<file path="src/rtl/duty_readout_pkg.sv">
// duty_readout_pkg: shared address map, status bit positions and FSM states
package duty_readout_pkg;
  localparam logic [2:0] ADDR_HIGH_L = 3'd0;
  localparam logic [2:0] ADDR_HIGH_H = 3'd1;
  localparam logic [2:0] ADDR_LOW_L  = 3'd2;
  localparam logic [2:0] ADDR_LOW_H  = 3'd3;
  localparam logic [2:0] ADDR_TEST_L = 3'd4;
  localparam logic [2:0] ADDR_TEST_H = 3'd5;
  localparam logic [2:0] ADDR_STATUS = 3'd6;
  localparam int ST_IRQ     = 0;
  localparam int ST_OVR     = 1;
  localparam int ST_BUSY    = 2;
  localparam int ST_SEQ_LSB = 8;
  typedef enum logic [1:0] {IDLE, SETTLE, CAPTURE, PEND} state_t;
endpackage

</file>
<file path="src/rtl/duty_readout_regs_if.sv">
// duty_readout_regs_if: processor read bus and interrupt of the readout block
interface duty_readout_regs_if;
  logic [2:0]  addr;
  logic        rd_stb;
  logic [15:0] rd_data;
  logic        rd_valid;
  logic        irq;
  modport master (output addr, rd_stb, input rd_data, rd_valid, irq);
  modport slave  (input addr, rd_stb, output rd_data, rd_valid, irq);
endinterface

</file>
<file path="src/rtl/duty_readout_regs_sync.sv">
// sync_fall_detect: 2-flop synchroniser with a registered 1->0 edge pulse
module sync_fall_detect (
  input  logic clk,
  input  logic rst_n,
  input  logic d,
  output logic fall
);
  logic s1_q, s2_q, fall_q, fall_d;
  always_comb fall_d = s2_q & ~s1_q;
  always_ff @(posedge clk or negedge rst_n)
    if (!rst_n) begin
      s1_q   <= 1'b0;
      s2_q   <= 1'b0;
      fall_q <= 1'b0;
    end else begin
      s1_q   <= d;
      s2_q   <= s1_q;
      fall_q <= fall_d;
    end
  assign fall = fall_q;
endmodule

</file>
<file path="src/rtl/duty_readout_regs.sv">
// duty_readout_regs: snapshots duty-cycle counts after each gate window and serves half-word reads
module duty_readout_regs
  import duty_readout_pkg::*;
#(
  parameter int SETTLE_CYCLES = 4,
  parameter int SEQ_W         = 8
) (
  input  logic                       clk_base,
  input  logic                       rst_n,
  input  logic                       en,
  input  logic                       gate_in,
  input  logic [31:0]                cnt_high_in,
  input  logic [31:0]                cnt_low_in,
  input  logic [31:0]                cnt_test_in,
  duty_readout_regs_if.slave         bus
);
  localparam logic [7:0] SETTLE_LOAD = 8'(SETTLE_CYCLES - 1);
  logic             fall, fall_ok, rd_sts, busy;
  logic [15:0]      status;
  state_t           state_q, state_d;
  logic [7:0]       cnt_q, cnt_d;
  logic [31:0]      high_q, high_d, low_q, low_d, test_q, test_d;
  logic [SEQ_W-1:0] seq_q, seq_d;
  logic             irq_q, irq_d, ovr_q, ovr_d, rd_valid_q, rd_valid_d;
  logic [15:0]      rd_data_q, rd_data_d;
  sync_fall_detect u_sync (.clk(clk_base), .rst_n(rst_n), .d(gate_in), .fall(fall));
  always_comb begin
    fall_ok = fall & en;
    rd_sts  = bus.rd_stb && bus.addr == ADDR_STATUS;
    busy    = state_q == SETTLE || state_q == CAPTURE;
    state_d = state_q;
    high_d  = high_q;
    low_d   = low_q;
    test_d  = test_q;
    seq_d   = seq_q;
    cnt_d   = state_q == SETTLE ? cnt_q - 8'd1 : SETTLE_LOAD;
    case (state_q)
      IDLE:    state_d = fall_ok ? SETTLE : IDLE;
      SETTLE:  state_d = cnt_q == 8'd0 ? CAPTURE : SETTLE;
      CAPTURE: begin
        high_d  = cnt_high_in;
        low_d   = cnt_low_in;
        test_d  = cnt_test_in;
        seq_d   = seq_q + 1'b1;
        state_d = PEND;
      end
      default: state_d = rd_sts ? (fall_ok ? SETTLE : IDLE) : PEND;
    endcase
    // a fall racing a status read in PEND starts a fresh window rather than an overrun
    irq_d = state_q == CAPTURE || (irq_q && !rd_sts);
    ovr_d = (fall_ok && (busy || (state_q == PEND && !rd_sts))) ? 1'b1 : rd_sts ? 1'b0 : ovr_q;
    status = '0;
    status[ST_IRQ]  = irq_q;
    status[ST_OVR]  = ovr_q;
    status[ST_BUSY] = busy;
    status[ST_SEQ_LSB +: 8] = 8'(seq_q);
    rd_valid_d = bus.rd_stb;
    rd_data_d  = rd_data_q;
    if (bus.rd_stb)
      case (bus.addr)
        ADDR_HIGH_L: rd_data_d = high_q[15:0];
        ADDR_HIGH_H: rd_data_d = high_q[31:16];
        ADDR_LOW_L:  rd_data_d = low_q[15:0];
        ADDR_LOW_H:  rd_data_d = low_q[31:16];
        ADDR_TEST_L: rd_data_d = test_q[15:0];
        ADDR_TEST_H: rd_data_d = test_q[31:16];
        ADDR_STATUS: rd_data_d = status;
        default:     rd_data_d = 16'h0000;
      endcase
  end
  always_ff @(posedge clk_base or negedge rst_n)
    if (!rst_n) begin
      state_q    <= IDLE;
      cnt_q      <= '0;
      high_q     <= '0;
      low_q      <= '0;
      test_q     <= '0;
      seq_q      <= '0;
      irq_q      <= 1'b0;
      ovr_q      <= 1'b0;
      rd_valid_q <= 1'b0;
      rd_data_q  <= '0;
    end else begin
      state_q    <= state_d;
      cnt_q      <= cnt_d;
      high_q     <= high_d;
      low_q      <= low_d;
      test_q     <= test_d;
      seq_q      <= seq_d;
      irq_q      <= irq_d;
      ovr_q      <= ovr_d;
      rd_valid_q <= rd_valid_d;
      rd_data_q  <= rd_data_d;
    end
  assign bus.rd_data  = rd_data_q;
  assign bus.rd_valid = rd_valid_q;
  assign bus.irq      = irq_q;
endmodule
</file>
<file path="src/flat_wrapper.sv">
// flat-port wrapper written by rule: the top's interface ports become plain ports
module duty_readout_regs_flat import duty_readout_pkg::*;
#(
  parameter int SETTLE_CYCLES = 4,
  parameter int SEQ_W         = 8
)
  (clk_base, rst_n, en, gate_in, cnt_high_in, cnt_low_in, cnt_test_in, bus_addr, bus_rd_stb, bus_rd_data, bus_rd_valid, bus_irq);
  duty_readout_regs_if bus_i ();
  input  logic clk_base;
  input  logic rst_n;
  input  logic en;
  input  logic gate_in;
  input  logic [31:0] cnt_high_in;
  input  logic [31:0] cnt_low_in;
  input  logic [31:0] cnt_test_in;
  input wire logic [$bits(bus_i.addr)-1:0] bus_addr;
  input wire logic [$bits(bus_i.rd_stb)-1:0] bus_rd_stb;
  output wire logic [$bits(bus_i.rd_data)-1:0] bus_rd_data;
  output wire logic [$bits(bus_i.rd_valid)-1:0] bus_rd_valid;
  output wire logic [$bits(bus_i.irq)-1:0] bus_irq;
  assign bus_i.addr = bus_addr;
  assign bus_i.rd_stb = bus_rd_stb;
  assign bus_rd_data = bus_i.rd_data;
  assign bus_rd_valid = bus_i.rd_valid;
  assign bus_irq = bus_i.irq;
  duty_readout_regs #(.SETTLE_CYCLES(SETTLE_CYCLES), .SEQ_W(SEQ_W)) u_core (.clk_base(clk_base), .rst_n(rst_n), .en(en), .gate_in(gate_in), .cnt_high_in(cnt_high_in), .cnt_low_in(cnt_low_in), .cnt_test_in(cnt_test_in), .bus(bus_i));
endmodule
</file>
<file path="config.mk">
export PLATFORM = sky130hd
export DESIGN_NAME = duty_readout_regs_flat
export DESIGN_NICKNAME = d
export VERILOG_FILES = /design/src/rtl/duty_readout_pkg.sv /design/src/rtl/duty_readout_regs_if.sv /design/src/rtl/duty_readout_regs_sync.sv /design/src/rtl/duty_readout_regs.sv /design/src/flat_wrapper.sv
export SDC_FILE = /design/constraint.sdc
export NUM_CORES = 1
export LEC_CHECK = 0
export CAP_MARGIN = 10
export CORE_ASPECT_RATIO = 1.25
export CORE_MARGIN = 3
export CORE_UTILIZATION = 35
export CTS_BUF_LIST = sky130_fd_sc_hd__clkbuf_8
export CTS_CLUSTER_SIZE = 10
export DETAILED_ROUTE_END_ITERATION = 16
export DONT_BUFFER_PORTS = 1
export GPL_ROUTABILITY_DRIVEN = 0
export SLEW_MARGIN = 20
export SYNTH_ARGS = -nofsm -noshare
export SYNTH_HDL_FRONTEND = slang
export SYNTH_SLANG_ARGS = --single-unit
</file>
<file path="constraint.sdc">
create_clock -name clk_base -period 3.14 [get_ports clk_base]
set_input_delay 0.157 -clock clk_base [delete_from_list [all_inputs] [get_ports clk_base]]
set_output_delay 0.157 -clock clk_base [all_outputs]
set_load 0.01 [all_outputs]
</file>
# [After elaboration in Yosys (flattened, before gate mapping)]
# Cells that the tools add are included.
[classes] addsub=2 n_eq_ne=9 n_mux=8 bitwise=3 reduce_logical=12
[op_table] operator="$pmux W16 S7" n=1
[op_table] operator="$eq A3 B3 Y1 const B" n=3
[op_table] operator="$add A8 B1 Y8 const B" n=1
[op_table] operator="$logic_not A8 Y1" n=1
[op_table] operator="$mux W8" n=1
[op_table] operator="$sub A8 B1 Y8 const B" n=1
[op_table] operator="$eq A3 B2 Y1 const B" n=2
[op_table] operator="$pmux W2 S3" n=1
[op_table] operator="$eq A2 B2 Y1 const B" n=2
[op_table] operator="$logic_and A1 B1 Y1" n=4
[op_table] operator="$mux W2" n=2
[op_table] operator="$eq A3 B1 Y1 const B" n=1
[op_table] operator="$logic_not A3 Y1" n=1
[op_table] operator="$logic_or A1 B1 Y1" n=3
[op_table] operator="$mux W1" n=3
[op_table] operator="$and A1 B1 Y1" n=2
[op_table] operator="$eq A2 B1 Y1 const B" n=1
[op_table] operator="$logic_not A2 Y1" n=1
[op_table] operator="$reduce_bool A2 Y1" n=1
[op_table] operator="$logic_not A1 Y1" n=1
[op_table] operator="$not A1 Y1" n=1
[word_totals] reg_bits=136 word_cells=47

# [Depth between registers and ports, before layout]
[depth] ltp_word=7 depth_mapped=8 ltp_nobuf=6

# [Cells and area by module]
# A second synthesis with hierarchy kept.
[unflattened] hier_cells=474 hier_area_um2=6147.1
[by_module_without_submodules] mod="duty_readout_regs" instances=1 cells_per_inst=470 area_each_um2=6058.3 seq_area_each_um2=3328.2
[by_module_without_submodules] mod="sync_fall_detect" instances=1 cells_per_inst=4 area_each_um2=88.8 seq_area_each_um2=75.1

# [Worst setup path before layout]
# Ideal clock, no wire load.
[synth_timing] kind="reg-to-reg" from="register u_core.state_q[0]" to="register u_core.low_q[10]" setup_ps=125 arrival_time_ps=1515 required_ps=3015 slack_ps=1500 path_stages_with_launch=7 cell_sequence="dfrtp_1 inv_1 ha_1 clkbuf_1 buf_2 buf_2 mux2_2"
[synth_via] elab_chain_cells=1
[synth_rtl] element="start, declared" line_no="duty_readout_regs.sv:20" source="state_t state_q, state_d;"
[synth_rtl] element="start signal, assigned" line_no="duty_readout_regs.sv:84" source="state_q <= state_d;"
[synth_rtl] element="$eq A2 B2 Y1" line_no="duty_readout_regs.sv:37" source="case (state_q)"
[synth_rtl] element="end signal, assigned" line_no="duty_readout_regs.sv:87" source="low_q <= low_d;"
[synth_rtl] element="end, declared" line_no="duty_readout_regs.sv:22" source="logic [31:0] high_q, high_d, low_q, low_d, test_q, test_d;"
# Every way passes these cells.
# A chain may end at the register's enable or synchronous reset.

# [Worst setup path after layout]
[layout_timing] from="register u_core.state_q[0]" to="register u_core.high_q[17]"
[layout_via] elab_chain_cells=1
[layout_rtl] element="$eq A2 B2 Y1" line_no="duty_readout_regs.sv:37"
[layout_rtl] element="end signal, assigned" line_no="duty_readout_regs.sv:86" source="high_q <= high_d;"
[layout_rtl] element="end, declared" line_no="duty_readout_regs.sv:22"
# Every way passes these cells.

==> key figures <==
Run status
  – Outcome: finished, violations left
  – Failing checks: hold timing

Clock network
  – Setup Fix Bufs, Post-CTS: 0
  – Clock Path Buffers: 2
  – Clk slew on worst S/H paths: around 0.080 ns
  – CTS H-tree depth: 4
  – Post-cts resize count: 0
  – Hold-fix buffers, CTS: 103
  – CTS tree: yes
  – Clock sinks: 136
  – Root Buffer Master: clkbuf_8
  – Worst skew pair latency: approximately 0.45 ns
  – Num CTS Buffers: 17

Yosys
  – Largest area contributor in the netlist: dfrtp_1
  – Post-synth EDFFs: 0
  – Synthesized flop and latch total: between 100 and 150
  – Fraction of registers with async set/reset: 100%
  – Register area share after synthesis: 55.6%
  – Primary FF master, synth: dfrtp_1
  – Mapped Avg Cell Area: 12.8 um^2
  – Synth area leaders: dfrtp_1 (56%), mux2_2 (18%), mux2i_1 (3.9%)
  – Post-synth cell types: 40
  – Synth warn: 0
  – Top cell type's share of synthesized area: 55.6%
  – Post-Syn Area: 6120 um^2
  – Post-Syn Instances: ~480
  – Syn nets: 589

Cells and area
  – Commonest non-fill, non-tap cell in the layout: dfrtp_1
  – # fillers: 1565
  – Layout cell share with drive strength beyond 1: 23.3%
  – Final instance area: 7770 um^2
  – Finished Core Util: 45.8%
  – Layout Nets: 682
  – Ant. Diodes: 0
  – Multi-input gate area: roughly 2500 um^2
  – Most frequent cells in the layout: dfrtp_1 (136), dlygate4sd3_1 (103), mux2_2 (99), nor2_1 (24), mux2i_1 (24)
  – Reg area: 3400 um^2
  – Area growth syn-to-layout: 27.1%

Route
  – DR iter-0 viols: approximately 230
  – Total Wirelength: 15300 um
  – Via/cell ratio: 5.11
  – ANT nets after route: 0
  – Per-cell routed wire length: 19.1 um
  – Via count: 4100
  – TritonRoute pass-1 iters: 4
  – DRC Markers: 0

Placement
  – Buffers on Ports: 0
  – Setup WS pre-CTS: 1.29 ns
  – HPWL after DPL: about 10000 um
  – Placed cell area: 6270 um^2

STA
  – Final worst-path cycle share: 60.0%
  – RSZ-0062 raised after global routing: false
  – Final setup fails: 0
  – Relative slew slack: 35.0%
  – Sum Neg Setup Slack: 0 ns
  – Final hold violations: 136
  – Hold Worst Slack: -0.593 ns
  – Post-route minimum period: 1.88 ns
  – Slew @ Worst Pin: 0.972 ns
  – Pins Over Slew Limit: 0
  – Fin Clk Skew: 0.0131 ns
  – Final WS setup: 1.26 ns
  – Max Freq: 0.531 GHz

Pwr
  – VDD IR max: around 0.38 mV
  – P_leak: 3.31 nW
  – Power Density: ~840 nW/um^2
  – Final Power: 6.51 mW

GRT
  – Vias in the first global route: between 4000 and 5000
  – First-pass GRT wire length: ~25000 um
  – Largest net degree at the start of global routing: 137
  – Gr usage total: around 17%
  – Congestion Overflow GR: 0
  – Antenna violations before repair: 0

Setup path
  – Nature of the critical path startpoint: register
  – Crit. End Element: register
  – Setup slack, reg-to-reg: 1.26 ns
  – Worst R2R Path Depth: 4
  – Critical Path Fanout Max: 34
  – Worst setup path startpoint: u_core.state_q[0]$_DFF_PN0_
  – Reg2Reg Launch Point: u_core.state_q[0]$_DFF_PN0_
  – Setup CP Type: register to register
  – Reg-to-reg endpoint: u_core.high_q[17]$_DFFE_PN0P_
  – Worst path required time: around 3.5 ns
  – WP data arrival: 2.20 ns

Floorplanning
  – I/O pin total: 122
  – Rows: 53
  – Die Y: between 150 and 200 um
  – Initial core utilization: about 36%
  – DIE AREA: 19100 um^2
  – Die width: 124 um
  – Core area: 17000 um^2

Flow run
  – Max-cap violations: 0

Worst hold path
  – HP Class: primary input to asynchronous set/reset pin
flip-flops by register name (all words and copies together), names as in the netlist, 2 cells and up:
name,count
u_core.test_q,32
u_core.low_q,32
u_core.high_q,32
u_core.bus.rd_data,16
u_core.seq_q,8
u_core.state_q,2
u_core.cnt_q,8
Yosys cell counts (7+ instances only):
cell / number
ha_1: 7
inv_1: 20
mux2_2: 99
nand3_1: 7
nand2_1: 13
buf_2: 16
mux2i_1: 24
nor3_1: 9
clkbuf_1: 9
o21ai_0: 8
dfrtp_1: 136
a21oi_1: 13
o22ai_1: 13
xor2_1: 7
nor2_1: 24
nand3b_1: 7
layer usage:
layer  global-route usage (%)  vias up  wire length, um
met4                     5.95        0              274
met5                        0        -                0
li1                         -     1889                -
met1                     19.8     2078             6340
met2                     29.0      115             7980
met3                     4.24       18              741
worst max-delay path by stage:
stage / end / depth (start not counted)
final: u_core.high_q[17]$_DFFE_PN0P_ / 4
after global routing: u_core.high_q[31]$_DFFE_PN0P_ / 4
after CTS: u_core.high_q[4]$_DFFE_PN0P_ / 4
after detailed placement: u_core.low_q[18]$_DFFE_PN0P_ / 4
after global placement: u_core.low_q[18]$_DFFE_PN0P_ / 4
after floorplan: u_core.low_q[10]$_DFFE_PN0P_ / 6
logic make-up (layout without fill, tap and decap cells):
logic type | Yosys count | in the layout | share of synthesized area (%)
DFF | 136 | 136 | 55.6
muxes | 127 | 127 | 23.3
and+or+nand+nor | 75 | 75 | 6.10
AOI/OAI and AO/OA | 69 | 69 | 7.88
buffers and inverters | 51 | 156 | 3.83
xor gates and xnor gates | 13 | 13 | 1.86
adders and majority gates | 7 | 7 | 1.43
worst max-delay path, stage by stage (launching register included):
cell     delay (ns)
dfrtp_1        0.42
inv_1          0.14
ha_4           0.33
buf_4          0.45
mux2_2         0.40
cell type report:
class | instances | share of cell area (%)
multi-input combinational | 291 | 32.0
tap | 220 | 3.54
clock inverter | 9 | 2.17
timing repair buffer | 105 | 13.6
inverter | 20 | 0.966
clock buffer | 22 | 3.89
sequential | 136 | 43.8
stage by stage:
step | std cells | hold WS, ns
2_1_floorplan | 478 | -0.139
6_report | 803 | -0.593
3_5_place_dp | 669 | -0.136
5_1_grt | 803 | -0.632
3_3_place_gp | 669 | -0.136
4_1_cts | 803 | -0.627
report_power, final:
| group | total [mW] | leakage (nW) | switching (mW) | internal (mW) |
|---|---|---|---|---|
| clock network | 1.69 | 0.246 | 0.645 | 1.04 |
| registers | 3.06 | 1.65 | 0.524 | 2.53 |
| logic | 1.77 | 1.42 | 0.694 | 1.07 |
(Power assumes the default switching activity.)
